--- config.mk ---
export PLATFORM = sky130hd
export DESIGN_NAME = multicycle_controller_flat
export DESIGN_NICKNAME = d
export VERILOG_FILES = /design/src/rtl/multicycle_controller_if.sv /design/src/rtl/multicycle_controller.sv /design/src/flat_wrapper.sv
export SDC_FILE = /design/constraint.sdc
export NUM_CORES = 1
export LEC_CHECK = 0
export CAP_MARGIN = 20
export CORE_AREA = 8 8 45 47
export DETAILED_ROUTE_END_ITERATION = 6
export DIE_AREA = 0 0 53 55
export GPL_TIMING_DRIVEN = 0
export PLACE_DENSITY = 0.72
export SLEW_MARGIN = 20
export SYNTH_ARGS = -nofsm -noshare
export SYNTH_HDL_FRONTEND = slang
export SYNTH_SLANG_ARGS = --single-unit
--- constraint.sdc ---
create_clock -name clk -period 1.8 [get_ports clk]
set_input_delay 0.36 -clock clk [delete_from_list [all_inputs] [get_ports clk]]
set_output_delay 0.36 -clock clk [all_outputs]
set_load 0.1 [all_outputs]
--- src/rtl/multicycle_controller_if.sv ---
`default_nettype none
// ============================================================================
// Module      : multicycle_controller_if
// Description : Control bundle between the multicycle controller (master)
//               and the 16-bit accumulator datapath (slave).
//               Datapath -> controller : opcode (IR[15:12]), zero (ALU flag)
//               Controller -> datapath : PC/IR/memory/ACC enables, mux
//                                        selects, ALU op code, halted
// Revision    : 1.0 - initial release
// ============================================================================
interface multicycle_controller_if;
    logic [3:0] opcode;
    logic       zero;
    logic       pcLd;
    logic       pcSrc;
    logic       irWrite;
    logic       memRead;
    logic       memWrite;
    logic       iOrD;
    logic       accWrite;
    logic       accSrc;
    logic       aluSrcA;
    logic [1:0] aluSrcB;
    logic [2:0] aluOp;
    logic       halted;

    modport master (
        input  opcode, zero,
        output pcLd, pcSrc, irWrite, memRead, memWrite, iOrD,
               accWrite, accSrc, aluSrcA, aluSrcB, aluOp, halted
    );

    modport slave (
        output opcode, zero,
        input  pcLd, pcSrc, irWrite, memRead, memWrite, iOrD,
               accWrite, accSrc, aluSrcA, aluSrcB, aluOp, halted
    );
endinterface
`default_nettype wire

--- src/rtl/multicycle_controller.sv ---
`default_nettype none
// ============================================================================
// Module      : multicycle_controller
// Description : Fetch/decode/execute control FSM for the 16-bit accumulator
//               multicycle datapath. Moore outputs decoded from state, except
//               pcLd in BRZ which follows the ALU zero flag combinationally.
// Ports       : clk  - rising-edge clock
//               rst  - asynchronous active-low reset (returns to IDLE)
//               bus  - master side of multicycle_controller_if
// Revision    : 1.0 - initial release
// ============================================================================
module multicycle_controller (
    input  wire logic              clk,
    input  wire logic              rst,
    multicycle_controller_if.master bus
);

    localparam logic [3:0] c_OP_LOAD  = 4'b0000;
    localparam logic [3:0] c_OP_STORE = 4'b0001;
    localparam logic [3:0] c_OP_JMP   = 4'b0010;
    localparam logic [3:0] c_OP_BRZ   = 4'b0011;
    localparam logic [3:0] c_OP_ADD   = 4'b1000;
    localparam logic [3:0] c_OP_SUB   = 4'b1001;
    localparam logic [3:0] c_OP_AND   = 4'b1010;
    localparam logic [3:0] c_OP_NOT   = 4'b1011;
    localparam logic [3:0] c_OP_HALT  = 4'b1111;

    localparam logic [2:0] c_ALU_ADD  = 3'b000;
    localparam logic [2:0] c_ALU_SUB  = 3'b001;
    localparam logic [2:0] c_ALU_AND  = 3'b010;
    localparam logic [2:0] c_ALU_NOTB = 3'b011;
    localparam logic [2:0] c_ALU_ZT   = 3'b100;

    typedef enum logic [3:0] {
        S_IDLE   = 4'd0,
        S_FETCH  = 4'd1,
        S_DECODE = 4'd2,
        S_MEMRD  = 4'd3,
        S_LDWB   = 4'd4,
        S_ALU    = 4'd5,
        S_MEMWR  = 4'd6,
        S_JMP    = 4'd7,
        S_BRZ    = 4'd8,
        S_HALT   = 4'd9
    } state_t;

    state_t r_state;
    state_t w_next;

    // State register: reset aborts any instruction in flight; because every
    // output is decoded from r_state, enables drop as soon as rst falls.
    always_ff @(posedge clk or negedge rst) begin
        if (!rst) begin
            r_state <= S_IDLE;
        end else begin
            r_state <= w_next;
        end
    end

    always_comb begin
        // Unused encodings fall through to FETCH with all outputs low.
        w_next       = S_FETCH;
        bus.pcLd     = 1'b0;
        bus.pcSrc    = 1'b0;
        bus.irWrite  = 1'b0;
        bus.memRead  = 1'b0;
        bus.memWrite = 1'b0;
        bus.iOrD     = 1'b0;
        bus.accWrite = 1'b0;
        bus.accSrc   = 1'b0;
        bus.aluSrcA  = 1'b0;
        bus.aluSrcB  = 2'b00;
        bus.aluOp    = c_ALU_ADD;
        bus.halted   = 1'b0;

        case (r_state)
            S_IDLE: begin
                w_next = S_FETCH;
            end
            S_FETCH: begin
                // IR <= mem[PC] while the ALU computes PC+1 into the PC.
                bus.memRead = 1'b1;
                bus.irWrite = 1'b1;
                bus.aluSrcB = 2'b01;
                bus.aluOp   = c_ALU_ADD;
                bus.pcLd    = 1'b1;
                w_next      = S_DECODE;
            end
            S_DECODE: begin
                case (bus.opcode)
                    c_OP_LOAD, c_OP_ADD,
                    c_OP_SUB, c_OP_AND:  w_next = S_MEMRD;
                    c_OP_STORE:          w_next = S_MEMWR;
                    c_OP_JMP:            w_next = S_JMP;
                    c_OP_BRZ:            w_next = S_BRZ;
                    c_OP_NOT:            w_next = S_ALU;
                    c_OP_HALT:           w_next = S_HALT;
                    default:             w_next = S_FETCH;
                endcase
            end
            S_MEMRD: begin
                bus.memRead = 1'b1;
                bus.iOrD    = 1'b1;
                w_next      = (bus.opcode == c_OP_LOAD) ? S_LDWB : S_ALU;
            end
            S_LDWB: begin
                bus.accWrite = 1'b1;
                bus.accSrc   = 1'b1;
                w_next       = S_FETCH;
            end
            S_ALU: begin
                bus.aluSrcA  = 1'b1;
                bus.accWrite = 1'b1;
                case (bus.opcode)
                    c_OP_SUB: bus.aluOp = c_ALU_SUB;
                    c_OP_AND: bus.aluOp = c_ALU_AND;
                    c_OP_NOT: begin
                        bus.aluOp   = c_ALU_NOTB;
                        bus.aluSrcB = 2'b10;
                    end
                    default:  bus.aluOp = c_ALU_ADD;
                endcase
                w_next = S_FETCH;
            end
            S_MEMWR: begin
                bus.memWrite = 1'b1;
                bus.iOrD     = 1'b1;
                w_next       = S_FETCH;
            end
            S_JMP: begin
                bus.pcLd  = 1'b1;
                bus.pcSrc = 1'b1;
                w_next    = S_FETCH;
            end
            S_BRZ: begin
                // Zero-test of ACC; the branch is taken in this same cycle.
                bus.aluSrcA = 1'b1;
                bus.aluOp   = c_ALU_ZT;
                bus.pcSrc   = 1'b1;
                bus.pcLd    = bus.zero;
                w_next      = S_FETCH;
            end
            S_HALT: begin
                bus.halted = 1'b1;
                w_next     = S_HALT;
            end
            default: begin
                w_next = S_FETCH;
            end
        endcase
    end

endmodule
`default_nettype wire

--- src/flat_wrapper.sv ---
// flat-port wrapper written by rule: the top's interface ports become plain ports
module multicycle_controller_flat 
  (clk, rst, bus_opcode, bus_zero, bus_pcLd, bus_pcSrc, bus_irWrite, bus_memRead, bus_memWrite, bus_iOrD, bus_accWrite, bus_accSrc, bus_aluSrcA, bus_aluSrcB, bus_aluOp, bus_halted);
  multicycle_controller_if bus_i ();
  input  wire logic clk;
  input  wire logic rst;
  input wire logic [$bits(bus_i.opcode)-1:0] bus_opcode;
  input wire logic [$bits(bus_i.zero)-1:0] bus_zero;
  output wire logic [$bits(bus_i.pcLd)-1:0] bus_pcLd;
  output wire logic [$bits(bus_i.pcSrc)-1:0] bus_pcSrc;
  output wire logic [$bits(bus_i.irWrite)-1:0] bus_irWrite;
  output wire logic [$bits(bus_i.memRead)-1:0] bus_memRead;
  output wire logic [$bits(bus_i.memWrite)-1:0] bus_memWrite;
  output wire logic [$bits(bus_i.iOrD)-1:0] bus_iOrD;
  output wire logic [$bits(bus_i.accWrite)-1:0] bus_accWrite;
  output wire logic [$bits(bus_i.accSrc)-1:0] bus_accSrc;
  output wire logic [$bits(bus_i.aluSrcA)-1:0] bus_aluSrcA;
  output wire logic [$bits(bus_i.aluSrcB)-1:0] bus_aluSrcB;
  output wire logic [$bits(bus_i.aluOp)-1:0] bus_aluOp;
  output wire logic [$bits(bus_i.halted)-1:0] bus_halted;
  assign bus_i.opcode = bus_opcode;
  assign bus_i.zero = bus_zero;
  assign bus_pcLd = bus_i.pcLd;
  assign bus_pcSrc = bus_i.pcSrc;
  assign bus_irWrite = bus_i.irWrite;
  assign bus_memRead = bus_i.memRead;
  assign bus_memWrite = bus_i.memWrite;
  assign bus_iOrD = bus_i.iOrD;
  assign bus_accWrite = bus_i.accWrite;
  assign bus_accSrc = bus_i.accSrc;
  assign bus_aluSrcA = bus_i.aluSrcA;
  assign bus_aluSrcB = bus_i.aluSrcB;
  assign bus_aluOp = bus_i.aluOp;
  assign bus_halted = bus_i.halted;
  multicycle_controller u_core (.clk(clk), .rst(rst), .bus(bus_i));
endmodule
==> impl_results.md, run 1 <==
* Status: complete, but fails checks
* Failing checks: setup timing
* Post-DP HPWL at 982.9 um
* Post-DRT Antenna Nets at 0
* FMAX at 0.4786 GHz
* R2R depth at 4
* Root buf cell: clkbuf_4
* Antenna violations before repair at 0
* Largest family of logic cells by synthesized area: simple AND/OR/NAND/NOR gates
* Total GRT Usage at 10.21%
* Met1 GRT Util at 9.231%
* Clock buffer depth at 2
* TritonCTS clock tree: done
* Regs by FF count: u_core.r_state x4
* Clock Sinks at 4
* DRT iter0 DRCs at 3
* Worst path cell trace: nand2b_4 -> or4b_4 -> nor2_4 -> buf_12
* Xor/xnor share of the synthesized area at 5.850%
* Hold WC Path Type: in2async
* Post-route setup slack at -0.2895 ns
* Setup slack, reg-to-reg at 0.61 ns
* Max Slew Vio Count at 0
* Met3 Use GR at 3.743%
* Initial core utilization at 32.46%
* CP max FO at 5
* Final layout net count at 106
* Mux cell area share after synthesis at 4.735%
* Reg clk slew, reported paths at 0.04 ns
* Die Y-Extent at 55 um
* CP startpoint kind: flip-flop
* Synth cell types at 26
* Reg-to-reg startpoint: u_core.r_state[1]$_DFF_PN0_
* Worst-Skew Late Latency at 0.24 ns
* Final-report hold violation count at 0
* Mapped Nets at 67
* Area grow syn2layout at 138.2%
* Biggest register: u_core.r_state
* Final core utilization at 77.31%
* Vias in the first global route at 518
* Mapped Area at 449.2 um2
* Antenna diodes at 0
* Simple-gate share of the synthesized area at 31.20%
* Nature of the critical path endpoint: output pin
* Area of the multi-input gates at 441.7 um2
* PortBufs at 21
* Synth Flop Type: dfrtp_1
* Synth Register Bits at 4
* Top Usage Layer GRT: met2
* Synth Area in Adders at 13.93%
* Grt ovf at 0
* RSZ-0062 raised after global routing: yes
* Crit path arrival time at 1.73 ns
* Async S/R FF share, synth at 100.0%
* Worst path required time at 1.44 ns
* Max stage delay on crit path at 0.58 ns
* Routability-driven placement congestion ratio at 0.7628
* Skew final at 0.005325 ns
* Ratio of cells with drive above 1 in the final layout at 58.06%
* Critical path's top delay family: simple AND/OR/NAND/NOR gates
* Slew HR at 81.25%
* Slew @ Worst Pin at 0.2836 ns
* Part of the cycle the worst path needs at 116.1%
* Die area at 0.002915 mm2
* TritonRoute pass-1 iters at 4
* Max-Cap Viols at 0
* Wirelength per Cell at 13.72 um
* CORE AREA at 0.001384 mm2
* Syn. warnings at 0
* First-pass GRT wire length at 2208 um
* DRC Markers at 0
* Slowest CP cell: or4b_4
* # rows at 14
* WP buf/inv at 1
* # H-tree levels at 1
* Max reg flops at 4
* Wirelength, routed at 1495 um
* Drt via density at 4.835
* Seq/Total Area, Yosys at 22.28%
* EDFF count, synth at 0
* Final Setup Violations at 7
* IO Pins at 22
* CTS buffer count at 3
* Avg Cell Area, Syn at 8.167 um2
* FILL cells at 84
* Met2 usage at 18.95%
* Compound-Gate Fraction of Synth Area at 13.09%
* Critical path class: reg2out
* Chip width at 53 um
* Register Area at 101.3 um2
* Fin crit period at 2.089 ns
* RR Endpoint: u_core.r_state[0]$_DFF_PN0_
* DR vias at 527
* Largest net degree at the start of global routing at 11
* Gate Count Post-Synth at 55
## kinds of logic (layout without fill, tap and decap cells)
kind of cell	Yosys count	in the layout
compound gates	7	7
xor+xnor	3	3
fa+ha+maj	5	5
buf+inv	8	46
flops	4	4
mux	2	2
simple gates	26	26
## how the worst max path moves through the flow
stage	cells after the start	from	to
floorplan	4	u_core.r_state[2]$_DFF_PN0_	bus_pcSrc
global placement	4	bus_opcode[2]	bus_aluOp[0]
detailed placement	4	bus_opcode[2]	bus_aluSrcB[1]
CTS	4	u_core.r_state[3]$_DFF_PN0_	bus_aluOp[1]
global route	4	u_core.r_state[1]$_DFF_PN0_	bus_aluSrcB[1]
finish	4	u_core.r_state[1]$_DFF_PN0_	bus_aluSrcB[1]
## Yosys cell counts, types with 2 or more instances
library cell,number,area [um2]
xnor2_1,2,17.52
buf_2,2,10.01
nor2_1,11,41.29
inv_1,4,15.01
dfrtp_1,4,100.1
nand2b_1,3,18.77
nand2_1,2,7.510
buf_4,2,15.01
nor3_1,4,20.02
ha_1,5,62.56
## cell usage in the layout, fill, tap and decap left out
| master | synthesis | routed |
|---|---|---|
| o211a_1 | 1 | 1 |
| nand2_1 | 2 | 2 |
| dlygate4sd2_1 | 0 | 2 |
| nor3_4 | 0 | 3 |
| o21ai_0 | 1 | 1 |
| nor3_1 | 4 | 1 |
| buf_6 | 0 | 8 |
| xnor2_2 | 0 | 1 |
| xor2_1 | 1 | 1 |
| nor4_1 | 1 | 1 |
| a32o_4 | 0 | 1 |
| a41o_1 | 1 | 1 |
| nand2b_4 | 1 | 3 |
| ha_1 | 5 | 5 |
| inv_1 | 4 | 4 |
| mux2i_1 | 1 | 1 |
| clkbuf_4 | 0 | 3 |
| o31ai_1 | 1 | 1 |
| clkdlybuf4s50_1 | 0 | 4 |
| and2_1 | 1 | 1 |
| nor2b_1 | 1 | 1 |
| nand2b_1 | 3 | 1 |
| nor2_1 | 11 | 5 |
| or4b_4 | 1 | 1 |
| buf_4 | 2 | 13 |
| clkbuf_1 | 0 | 1 |
| dfrtp_1 | 4 | 3 |
| o21bai_4 | 0 | 1 |
| mux2_4 | 0 | 1 |
| buf_12 | 0 | 11 |
| dfrtp_2 | 0 | 1 |
| o31a_1 | 1 | 1 |
| nor2_4 | 0 | 6 |
| xnor2_1 | 2 | 1 |
| and3_4 | 0 | 1 |
## final cells by class
cell class / instances / share of cell area, %
multi-input cells: 43 / 41.29
clock buffers: 4 / 2.456
flip-flops and latches: 4 / 9.474
inverters: 4 / 1.404
plain buffers: 3 / 3.977
repair buffers: 35 / 39.53
well taps: 16 / 1.871
## metal layers
layer | up-vias | share of wire (%)
li1 | 264 | -
met2 | 20 | 54
met1 | 239 | 35
met3 | 4 | 8.4
met5 | - | 0
met4 | 0 | 2.9
## repair_timing
item                                    CTS  global route
setup buffers                             4            10
endpoints found under the hold margin     0             0
gates cloned                              0             0
endpoints found under the setup margin   15            10
gates resized for setup                 115            20
pin swaps                                 2             2
hold buffers                              0             0
## through the flow
| step | TNS, ns | std cells | cell area [um2] | hold WS, ns | setup WS [ns] |
|---|---|---|---|---|---|
| finish | -0.9730 | 109 | 1070 | 0.3131 | -0.2895 |
| global route | -1.386 | 109 | 1070 | 0.3202 | -0.3424 |
| CTS | -0.8923 | 100 | 922.1 | 0.3122 | -0.2842 |
| detailed placement | -11.16 | 92 | 814.5 | 0.5641 | -1.297 |
| global placement | -11.11 | 92 | 814.5 | 0.5593 | -1.303 |
| floorplan | -2.921 | 55 | 584.3 | 0.06441 | -0.5073 |
Power of run 1 is left out: the tool's default activity adds up to more than one toggle a clock period on the data nets, which glitch-free logic cannot reach.
==> run 2, diff against run 1 <==
- CORE_AREA: 8 8 45 47 -> not set
- CORE_MARGIN: not set -> 8
- CORE_UTILIZATION: not set -> 34
- DIE_AREA: 0 0 53 55 -> not set
- GPL_TIMING_DRIVEN: 0 -> not set
- PLACE_DENSITY: 0.72 -> 0.75
- RECOVER_POWER: not set -> 100
- clock period: 1.8 -> 1.7 ns (I/O delays scaled with it)
==> impl_results.md, run 2 (synthesis gave the netlist of run 1 again) <==
* Max Slew Vio Count at 0 (unchanged)
* Max-Cap Viols at 0 (unchanged)
* Fin crit period at 2.039 ns
* Biggest register: u_core.r_state
* Part of the cycle the worst path needs at 120.0%
* Ratio of cells with drive above 1 in the final layout at 64.29% (+6.2 points)
* Area grow syn2layout at 161.6%
* Metal-1 WL at 730 um (+41%)
* CORE AREA at 0.001269 mm2 (-8.3%)
* Routability-driven placement congestion ratio at 0.8124 (+6.5%)
* Nature of the critical path endpoint: output pin
* Post-DRT Antenna Nets at 0 (unchanged)
* Routed wl met2 at 1163 um (+44%)
* Met3 wire len at 167 um (+34%)
* Post-route setup slack at -0.3392 ns (-0.04968 ns)
* FILL cells at 48 (-43%)
* Clock buffer depth at 2 (unchanged)
* Grt ovf at 0 (unchanged)
* DR vias at 626 (+19%)
* Root buf cell: clkbuf_4
* Chip width at 52.35 um (-1.2%)
* Wirelength, routed at 2193 um (+47%)
* First-pass GRT wire length at 2794 um (+27%)
* Slew @ Worst Pin at 0.2848 ns (+0.001202 ns)
* WP buf/inv at 1 (unchanged)
* # rows at 13 (-1)
* Slowest CP cell: or4b_4
* DRT iter0 DRCs at 7 (+4)
* Hold WC Path Type: in2async
* Critical path class: reg2out
* Reg clk slew, reported paths at 0.05 ns (about the same)
* Leading cell type in the layout, fill and taps excluded: buf_4
* IO Pins at 22 (unchanged)
* Critical path's top delay family: simple AND/OR/NAND/NOR gates
* DRC Markers at 0 (unchanged)
* RSZ-0062 raised after global routing: yes
* Max reg flops at 4 (unchanged)
* Top Metal Used: met4
* FMAX at 0.4904 GHz
* TritonRoute pass-1 iters at 4 (unchanged)
* Vias in the first global route at 633 (+22%)
* Crit path arrival time at 1.70 ns (-0.03 ns)
* Worst path required time at 1.36 ns (-0.08 ns)
* Skew final at 0.0008880 ns (-0.004437 ns)
* Total GRT Usage at 13.35% (+3.1 points)
* Largest net degree at the start of global routing at 12 (+1)
* Max stage delay on crit path at 0.58 ns (about the same)
* Worst path cell trace: nand2b_4 -> or4b_4 -> nor2_4 -> buf_12
* Die area at 0.002740 mm2 (-6.0%)
* TritonCTS clock tree: done
* Wirelength per Cell at 19.41 um (+41%)
* Slew HR at 80.95% (-0.30 points)
* Final layout net count at 111 (+4.7%)
* Initial core utilization at 35.40% (+2.9 points)
* Failing checks: setup timing
* Die Y-Extent at 52.35 um (-4.8%)
* # hold bufs at CTS at 0 (unchanged)
* Final Setup Violations at 14 (+7)
* Antenna diodes at 0 (unchanged)
* PortBufs at 21 (unchanged)
* Status: complete, but fails checks
* Post-DP Area at 0.001028 mm2 (+26%)
* Final-report hold violation count at 0 (unchanged)
* CP max FO at 3 (-2)
* Post-DP HPWL at 1374 um (+40%)
* Regs by FF count: u_core.r_state x4
* Commonest cells after routing, fill and taps aside: 17 x buf_4, 15 x buf_12, 7 x nor2_4
* CTS buffer count at 3 (unchanged)
* Worst-Skew Late Latency at 0.25 ns (about the same)
* Antenna violations before repair at 0 (unchanged)
* Final instance area at 0.001175 mm2 (+9.8%)
* # H-tree levels at 1 (unchanged)
* CP startpoint kind: flip-flop
* Clock Sinks at 4 (unchanged)
* Drt via density at 5.540 (+15%)
-- run 2: cell types whose count changed in the layout (fill, tap and decap cells not counted), moves of 2 or more --
cell	delta
buf_4	+4
buf_12	+4
clkdlybuf4s50_1	-3
dlymetal6s2s_1	+2
buf_8	+2
buf_6	-5
-- run 2: path summary, 6_finish.rpt --
| path | start | cells after the start | end | slack, ns |
|---|---|---|---|---|
| setup / recovery | u_core.r_state[1]$_DFF_PN0_ | 4 | bus_aluOp[1] | -0.34 |
| hold / removal | rst | 1 | u_core.r_state[0]$_DFF_PN0_ | 0.38 |
| setup reg to reg | u_core.r_state[0]$_DFF_PN0_ | 5 | u_core.r_state[1]$_DFF_PN0_ | 0.33 |
| hold reg to reg | u_core.r_state[3]$_DFF_PN0_ | 2 | u_core.r_state[1]$_DFF_PN0_ | 0.63 |
| max in group asynchronous | rst | 1 | u_core.r_state[2]$_DFF_PN0_ | 1.11 |
| min in group clk | u_core.r_state[3]$_DFF_PN0_ | 2 | u_core.r_state[1]$_DFF_PN0_ | 0.63 |
-- run 2: metal layers --
layer,global-route usage [%],vias to the layer above
li1,-,272
met1,12.06,296
met2,25.30,45
met3,3.693,13
met4,8.190,0
met5,0,-
-- run 2: layout make-up --
type / instances / area [um2] / share of cell area (%)
clock buffer: 4 / 26.28 / 2.236
inverter: 4 / 15.01 / 1.278
timing repair buffer: 43 / 554.3 / 47.18
sequential: 4 / 102.6 / 8.733
tap: 15 / 18.77 / 1.597
multi-input combinational: 43 / 457.9 / 38.98
-- run 2: timing repair --
action,in CTS,in global routing
endpoints found under the setup margin,13,13
gates resized for setup,4,15
pin swaps,4,7
setup buffers,3,8
-- run 2: through the flow --
step,util [%],hold slack (ns),setup WS [ns],cells,TNS [ns]
after floorplan,-,0.04441,-0.5873,55,-3.879
after global placement,81.07,0.5429,-0.3002,101,-1.035
after detailed placement,81.07,0.5570,-0.3360,101,-1.185
after CTS,83.93,0.2989,-0.3172,106,-1.540
after global routing,92.60,0.3847,-0.3611,113,-3.213
final,92.60,0.3818,-0.3392,113,-2.792
Power of run 2 is left out for the same reason.
